[src/rtl/gyro_spi_reader.sv]
`default_nettype none
`timescale 1ns/1ps
// ============================================================================
//  Module   : gyro_spi_reader
//  Purpose  : SPI master (mode 3) that periodically burst-reads the six
//             angular-rate bytes of the IMU. Each sample is published as three
//             16-bit words with a one-cycle valid strobe.
//  Revision : 1.0  initial release
// ----------------------------------------------------------------------------
//  Ports
//    clk_100mhz  in   system clock
//    rst_n_in    in   asynchronous active-low reset
//    en_in       in   allow sample ticks to start transactions
//    miso_in     in   SPI data from the IMU
//    sclk_out    out  SPI clock, idles high
//    mosi_out    out  SPI data to the IMU
//    cs_n_out    out  chip select, active low
//    gx/gy/gz    out  X/Y/Z rate words, {H, L}
//    valid_out   out  one-cycle pulse when gx/gy/gz update
//    overrun_out out  sticky: a tick arrived while a transaction was running
// ============================================================================
module gyro_spi_reader #(
  parameter int         CLK_DIV       = 50,
  parameter int         SAMPLE_PERIOD = 100000,
  parameter logic [7:0] START_ADDR    = 8'h43
) (
  input  logic        clk_100mhz,
  input  logic        rst_n_in,
  input  logic        en_in,
  input  logic        miso_in,
  output logic        sclk_out,
  output logic        mosi_out,
  output logic        cs_n_out,
  output logic [15:0] gx,
  output logic [15:0] gy,
  output logic [15:0] gz,
  output logic        valid_out,
  output logic        overrun_out
);

  localparam int c_DIV_W  = (CLK_DIV > 1) ? $clog2(CLK_DIV) : 1;
  localparam int c_TICK_W = (SAMPLE_PERIOD > 1) ? $clog2(SAMPLE_PERIOD) : 1;
  localparam logic [c_DIV_W-1:0]  c_DIV_LAST  = c_DIV_W'(CLK_DIV - 1);
  localparam logic [c_TICK_W-1:0] c_TICK_LAST = c_TICK_W'(SAMPLE_PERIOD - 1);
  localparam logic [5:0]          c_LAST_BIT  = 6'd55;

  typedef enum logic [2:0] {
    S_IDLE     = 3'd0,
    S_CS_SETUP = 3'd1,
    S_SHIFT    = 3'd2,
    S_CS_HOLD  = 3'd3,
    S_PUBLISH  = 3'd4
  } state_t;

  state_t               r_state, w_state_nxt;
  logic [c_DIV_W-1:0]   r_div, w_div_nxt;
  logic [5:0]           r_bit, w_bit_nxt;
  logic                 r_phase, w_phase_nxt;   // 0 = SCLK low half, 1 = high half
  logic [c_TICK_W-1:0]  r_tick_cnt;
  logic [55:0]          r_tx;
  logic [47:0]          r_rx;                   // address-phase bits fall off the top
  logic                 r_sclk, r_mosi, r_cs_n, r_valid, r_overrun;
  logic [15:0]          r_gx, r_gy, r_gz;

  logic w_tick, w_div_end, w_start, w_enter_low, w_enter_high, w_sample;
  logic w_end_shift, w_done;

  assign w_tick    = (r_tick_cnt == c_TICK_LAST);
  assign w_div_end = (r_div == c_DIV_LAST);
  // Rising-edge cycle: first cycle of a high half.
  assign w_sample  = (r_state == S_SHIFT) && r_phase && (r_div == '0);

  // --------------------------------------------------------------------------
  // FSM state register
  // --------------------------------------------------------------------------
  always_ff @(posedge clk_100mhz or negedge rst_n_in) begin
    if (!rst_n_in) begin
      r_state <= S_IDLE;
      r_div   <= '0;
      r_bit   <= '0;
      r_phase <= 1'b0;
    end else begin
      r_state <= w_state_nxt;
      r_div   <= w_div_nxt;
      r_bit   <= w_bit_nxt;
      r_phase <= w_phase_nxt;
    end
  end

  // --------------------------------------------------------------------------
  // FSM next-state logic and transition strobes
  // --------------------------------------------------------------------------
  always_comb begin
    w_state_nxt  = r_state;
    w_div_nxt    = r_div + c_DIV_W'(1);
    w_bit_nxt    = r_bit;
    w_phase_nxt  = r_phase;
    w_start      = 1'b0;
    w_enter_low  = 1'b0;
    w_enter_high = 1'b0;
    w_end_shift  = 1'b0;
    w_done       = 1'b0;
    case (r_state)
      S_IDLE: begin
        w_div_nxt = '0;
        if (w_tick && en_in) begin
          w_state_nxt = S_CS_SETUP;
          w_start     = 1'b1;
        end
      end
      S_CS_SETUP: begin
        if (w_div_end) begin
          w_state_nxt = S_SHIFT;
          w_div_nxt   = '0;
          w_bit_nxt   = '0;
          w_phase_nxt = 1'b0;
          w_enter_low = 1'b1;
        end
      end
      S_SHIFT: begin
        if (w_div_end) begin
          w_div_nxt = '0;
          if (!r_phase) begin
            w_phase_nxt  = 1'b1;
            w_enter_high = 1'b1;
          end else if (r_bit == c_LAST_BIT) begin
            w_state_nxt = S_CS_HOLD;
            w_end_shift = 1'b1;
          end else begin
            w_bit_nxt   = r_bit + 6'd1;
            w_phase_nxt = 1'b0;
            w_enter_low = 1'b1;
          end
        end
      end
      S_CS_HOLD: begin
        if (w_div_end) begin
          w_state_nxt = S_PUBLISH;
          w_div_nxt   = '0;
          w_done      = 1'b1;
        end
      end
      S_PUBLISH: begin
        w_state_nxt = S_IDLE;
        w_div_nxt   = '0;
      end
      default: begin
        w_state_nxt = S_IDLE;
        w_div_nxt   = '0;
      end
    endcase
  end

  // --------------------------------------------------------------------------
  // Datapath: tick counter, shift registers and registered pin/output drive.
  // Pins are updated on the same edge the FSM enters the corresponding phase,
  // so each phase lasts exactly CLK_DIV cycles on the wire.
  // --------------------------------------------------------------------------
  always_ff @(posedge clk_100mhz or negedge rst_n_in) begin
    if (!rst_n_in) begin
      r_tick_cnt <= '0;
      r_tx       <= '0;
      r_rx       <= '0;
      r_sclk     <= 1'b1;
      r_mosi     <= 1'b0;
      r_cs_n     <= 1'b1;
      r_valid    <= 1'b0;
      r_overrun  <= 1'b0;
      r_gx       <= '0;
      r_gy       <= '0;
      r_gz       <= '0;
    end else begin
      r_tick_cnt <= w_tick ? '0 : r_tick_cnt + c_TICK_W'(1);
      r_valid    <= w_done;

      if (w_tick && (r_state != S_IDLE)) r_overrun <= 1'b1;

      if (w_start) begin
        r_tx   <= {1'b1, START_ADDR[6:0], 48'b0};
        r_cs_n <= 1'b0;
      end

      if (w_enter_low) begin
        r_sclk <= 1'b0;
        r_mosi <= r_tx[55];
        r_tx   <= {r_tx[54:0], 1'b0};
      end

      if (w_enter_high) r_sclk <= 1'b1;
      if (w_sample)     r_rx   <= {r_rx[46:0], miso_in};
      if (w_end_shift)  r_mosi <= 1'b0;

      // Words are loaded together with the valid strobe so consumers see a
      // coherent sample in the pulse cycle.
      if (w_done) begin
        r_cs_n <= 1'b1;
        r_gx   <= r_rx[47:32];
        r_gy   <= r_rx[31:16];
        r_gz   <= r_rx[15:0];
      end
    end
  end

  assign sclk_out    = r_sclk;
  assign mosi_out    = r_mosi;
  assign cs_n_out    = r_cs_n;
  assign gx          = r_gx;
  assign gy          = r_gy;
  assign gz          = r_gz;
  assign valid_out   = r_valid;
  assign overrun_out = r_overrun;

endmodule
`default_nettype wire

[config.mk]
export PLATFORM = sky130hd
export DESIGN_NAME = gyro_spi_reader
export DESIGN_NICKNAME = d
export VERILOG_FILES = /design/src/rtl/gyro_spi_reader.sv
export SDC_FILE = /design/constraint.sdc
export NUM_CORES = 1
export LEC_CHECK = 0
export BUFFER_PORTS_ARGS = -buffer_cell sky130_fd_sc_hd__buf_2
export CAP_MARGIN = 15
export CELL_PAD_IN_SITES_DETAIL_PLACEMENT = 2
export CELL_PAD_IN_SITES_GLOBAL_PLACEMENT = 2
export CORE_MARGIN = 2
export CORE_UTILIZATION = 40
export DETAILED_ROUTE_END_ITERATION = 10
export GPL_TIMING_DRIVEN = 0
export PLACE_DENSITY_LB_ADDON = 0.1
export REMOVE_ABC_BUFFERS = 1
export SLEW_MARGIN = 15
export SYNTH_ARGS = -nofsm -noshare
export SYNTH_HDL_FRONTEND = slang
export SYNTH_SLANG_ARGS = --single-unit
export TNS_END_PERCENT = 10
[constraint.sdc]
create_clock -name clk_100mhz -period 4.7 [get_ports clk_100mhz]
set_input_delay 0.705 -clock clk_100mhz [delete_from_list [all_inputs] [get_ports clk_100mhz]]
set_output_delay 0.705 -clock clk_100mhz [all_outputs]
set_load 0.02 [all_outputs]
==> out/results.env <==
WORST_CLOCK_SKEW_NS=0.00758
CTS-HTREE-LEVELS=4
SWITCHING_SHARE_PCT=20.7
DETAIL-ROUTE-ANTENNA-NETS=0
CELLS_ON_WORST_REG2REG_PATH=6
TIMING.CRITICAL_PATH.SLOWEST_CELL_DELAY_NS=0.73
FINALHOLDVIOLCOUNT=0
POWER_SWITCHING_W=0.000527
GRT_UTIL_ALL_LAYERS_PCT=17.1
CLK_PIN_SLEW_NS=0.06
GRT_SETUP_UNREPAIRED='no'
POWER.SHARE.CLOCK_PCT=50.9
SETUP_FAILING_EPS_FINAL=0
SYNTH.YOSYS.WARNINGS=0
IO_PINS=57
WORSTPATHCELLLIST='inv_1, ha_1, and4bb_2, and2_4, nand4b_4, mux2_1'
TIMING.CRITICAL_PATH.MAX_DELAY_FAMILY='simple AND/OR/NAND/NOR gates'
STARTPOINT_TYPE='register'
MIN_PERIOD_OVER_PERIOD_PCT=55.5
CRITICAL_PATH_BUF_INV_COUNT=1
SETUP_TNS_NS=0
CLOCK_TREE_FROM_TRITONCTS='done'
CORE_AREA_UM2=14000
YS_ASYNC_SR_FRACTION_PCT=100
VIA_COUNT_OF_THE_FIRST_GLOBAL_ROUTING_PASS=3834
IRDROPWORSTVDD_mV=0.236
NUMCLOCKSINKS=142
TIMING.CRITICAL_PATH.FANOUT_MAX=50
YS_SEQ_AREA_SHARE_PCT=61.6
CRITICAL_PATH_CLASS='reg2reg'
TIGHTESTPINTRANSITION_NS=0.980
POST-SYNTH-TOP-AREA-FRACTION_PCT=60.7
WORST_HOLD_PATH_TYPE='in2async'
RR_STARTPOINT='r_div[1]'
CTS-ROOT-TO-SINK-BUFFERS=2
SYNTHDOMINANTAREACELLTYPE='dfrtp_1'
COMBPWRFRAC_PCT=1.1
CTS-RESIZED-GATES=0
PORT-BUFFER-COUNT=56
AREA_OF_THE_DIE_UM2=15400
DETAILED_PLACER_S_ENDING_HPWL_MM=7.54
NUM_VIAS=3398
GRT_ANTENNA_BEFORE_REPAIR=0
VIAS_PER_CELL=5.13
DIE_H_UM=124
SYNTHESIS.AREA_PER_INSTANCE_UM2=14.2
FINAL_CORE_UTILIZATION_PCT=48.8
MAX_FREQ_GHz=0.383
ANTENNA_CELLS=0
POWER.SEQUENTIAL.FRACTION_PCT=48.0
FINALNETCOUNT=480
SLOWEST_STAGE='nand4b_4'
POWER_DENSITY_nW_PER_UM2=373
CTS_SETUP_BUFFERS=0
CP.DEPTH=6
GRT_FIRST_PASS_WIRELENGTH_MM=19.8
CP-END-KIND='register'
POSTSYNTHREGISTERBITS=142
ROUTED_WIRE_LENGTH_MM=11.6
OUTCOME='complete, no violations'
CLK_TREE_ROOT_CELL='clkbuf_16'
FILL_CELLS=1349
SYN_INST=406
START_UTIL_PCT=41.2
CTS_MADE_BUFFERS=17
PIN_COUNT_OF_THE_BIGGEST_NET_ENTERING_GLOBAL_ROUTING=77
DETAIL_ROUTE.DRC_VIOLATIONS=0
PERIOD_MINUS_SLACK_NS=2.61
GRT_OVERFLOW=0
CELL_INTERNAL_PWR_W=0.00202
ROUTE.DETAILED.WL_PER_INST_UM=17.5
CRITICAL_PATH_ARRIVAL_NS=2.89
POST_ROUTE_CELLS_DRIVE_ABOVE_1_SHARE_PCT=35.7
AREA_DELTA_SYNTH_FINAL_PCT=18.3
ROUTABILITY_DRIVEN_PLACEMENT_CONGESTION_RATIO=0.745
SYNTH_AREA_UM2=5770
DRV_SLEW=0
DIE-WIDTH_UM=124
MAX_CAP_VIOLATIONS=0
DRT-PASS1-ITER-COUNT=4
NUMBER_OF_DRC_MARKERS_IN_ITERATION_0=142
DOMINANTREGCELLSYNTH='dfrtp_1'
CLK-INSERTION-DELAY-LATE_NS=0.41
YOSYS.CELL_TYPES.COUNT=46
LEAKAGE_nW=3.53
CTSHOLDBUFFERS=0
TIMING.CRITICAL_PATH.REQUIRED_NS=4.98
SLEW_HEADROOM_PCT=34.7
TIMING.REG2REG.SETUP_SLACK_NS=2.09
PLACEMENT_ROWS=43
NUMBER_OF_ENABLE_FLIP_FLOP_CELLS_AFTER_SYNTHESIS=0
RR_ENDPOINT='gx[7]'
SYNTH.AREA.TOP_CELLS='dfrtp_1, mux2_2, mux2_1, nor2_1, xor2_1'
state kept, by name, summed over array words and instances (netlist names):
signal	cells
cs_n_out	1
mosi_out	1
sclk_out	1
r_rx	48
gz	16
r_bit	6
r_tx	8
r_state	3
r_phase	1
valid_out	1
overrun_out	1
r_tick_cnt	17
gy	16
gx	16
r_div	6
per-stage QoR:
stage	power, W	hold slack, ns	setup WS (ns)	area, µm²	std cells
CTS	0.00259	0.256	2.00	6830	662
finish	0.00255	0.244	2.09	6830	662
floorplan	0.00125	0.409	1.33	5660	392
detailed placement	0.00128	0.454	2.03	6260	632
global route	0.00265	0.270	1.89	6830	662
global placement	0.00127	0.440	0.249	6170	628
metal layers:
| layer | track usage [%] | up-vias | routed length (µm) | part of all wire (%) |
|---|---|---|---|---|
| li1 | - | 1562 | - | - |
| met1 | 21.9 | 1778 | 5240 | 45 |
| met2 | 27.0 | 50 | 5690 | 49 |
| met3 | 6.14 | 8 | 535 | 4.6 |
| met4 | 5.48 | 0 | 127 | 1.1 |
| met5 | 0 | - | 0 | 0 |
power groups by stage:
stage | Combinational [W] | Sequential, W | Clock [W]
2_1_floorplan | 0.0000000303 | 0.00125 | 0
3_3_place_gp | 0.0000260 | 0.00125 | 0
3_5_place_dp | 0.0000302 | 0.00124 | 0
4_1_cts | 0.0000302 | 0.00122 | 0.00133
5_1_grt | 0.0000331 | 0.00122 | 0.00139
6_report | 0.0000281 | 0.00122 | 0.00130
final cells by class:
| type | instances | area (µm²) | share of cell area, % |
|---|---|---|---|
| Clock buffer | 21 | 450 | 6.60 |
| Multi-Input combinational cell | 242 | 2080 | 30.5 |
| Inverter | 8 | 30.0 | 0.440 |
| Clock inverter | 9 | 114 | 1.67 |
| Tap cell | 180 | 225 | 3.30 |
| Timing Repair Buffer | 60 | 372 | 5.44 |
| Sequential cell | 142 | 3560 | 52.1 |
cells in the final DEF, fill, tap and decap left out, types with 6 or more instances in the layout:
cell	synthesis	layout
dfrtp_1	140	140
mux2_2	71	71
buf_2	0	55
nor2_1	27	27
mux2_1	25	25
nand2_1	18	18
clkbuf_16	0	17
xor2_1	11	11
nand3_1	10	10
xnor2_1	10	10
inv_1	8	8
o21ai_0	6	6
cells in the mapped netlist (3+ instances only):
cell type	n
a22o_1	4
xor2_1	11
buf_6	3
o21ai_0	6
and4_1	4
mux2_2	71
nand2_1	18
nor3_1	4
and3_1	3
buf_4	9
dfrtp_1	140
inv_1	8
xnor2_1	10
or3_1	4
nand4_1	5
a21oi_1	5
nand3_1	10
ha_1	5
nor2_1	27
a2111oi_2	3
mux2_1	25
worst register-to-register path, delay by kind of cell, from the launching register on:
kind,cells,cell delay [ns]
and+or+nand+nor,3,1.19
muxes,1,0.67
DFF,1,0.39
adders and majority gates,1,0.15
buffers and inverters,1,0.08
worst max path at each step:
stage / startpoint / end / slack, ns
global route: r_div[1] / gx[7] / 1.89
detailed placement: r_div[1] / gx[7] / 2.03
global placement: r_state[2] / r_rx[4] / 0.25
CTS: r_div[1] / gx[7] / 2.00
finish: r_div[1] / gx[7] / 2.09
floorplan: r_state[2] / r_rx[10] / 1.33
logic make-up after synthesis:
| kind of cell | share of synthesized area [%] |
|---|---|
| compound gates | 3.99 |
| simple gates | 8.96 |
| xor+xnor | 3.19 |
| flops | 61.6 |
| mux | 18.7 |
| buf+inv | 2.41 |
| fa+ha+maj | 1.08 |
No activity file was read; power rests on OpenSTA's default activity.
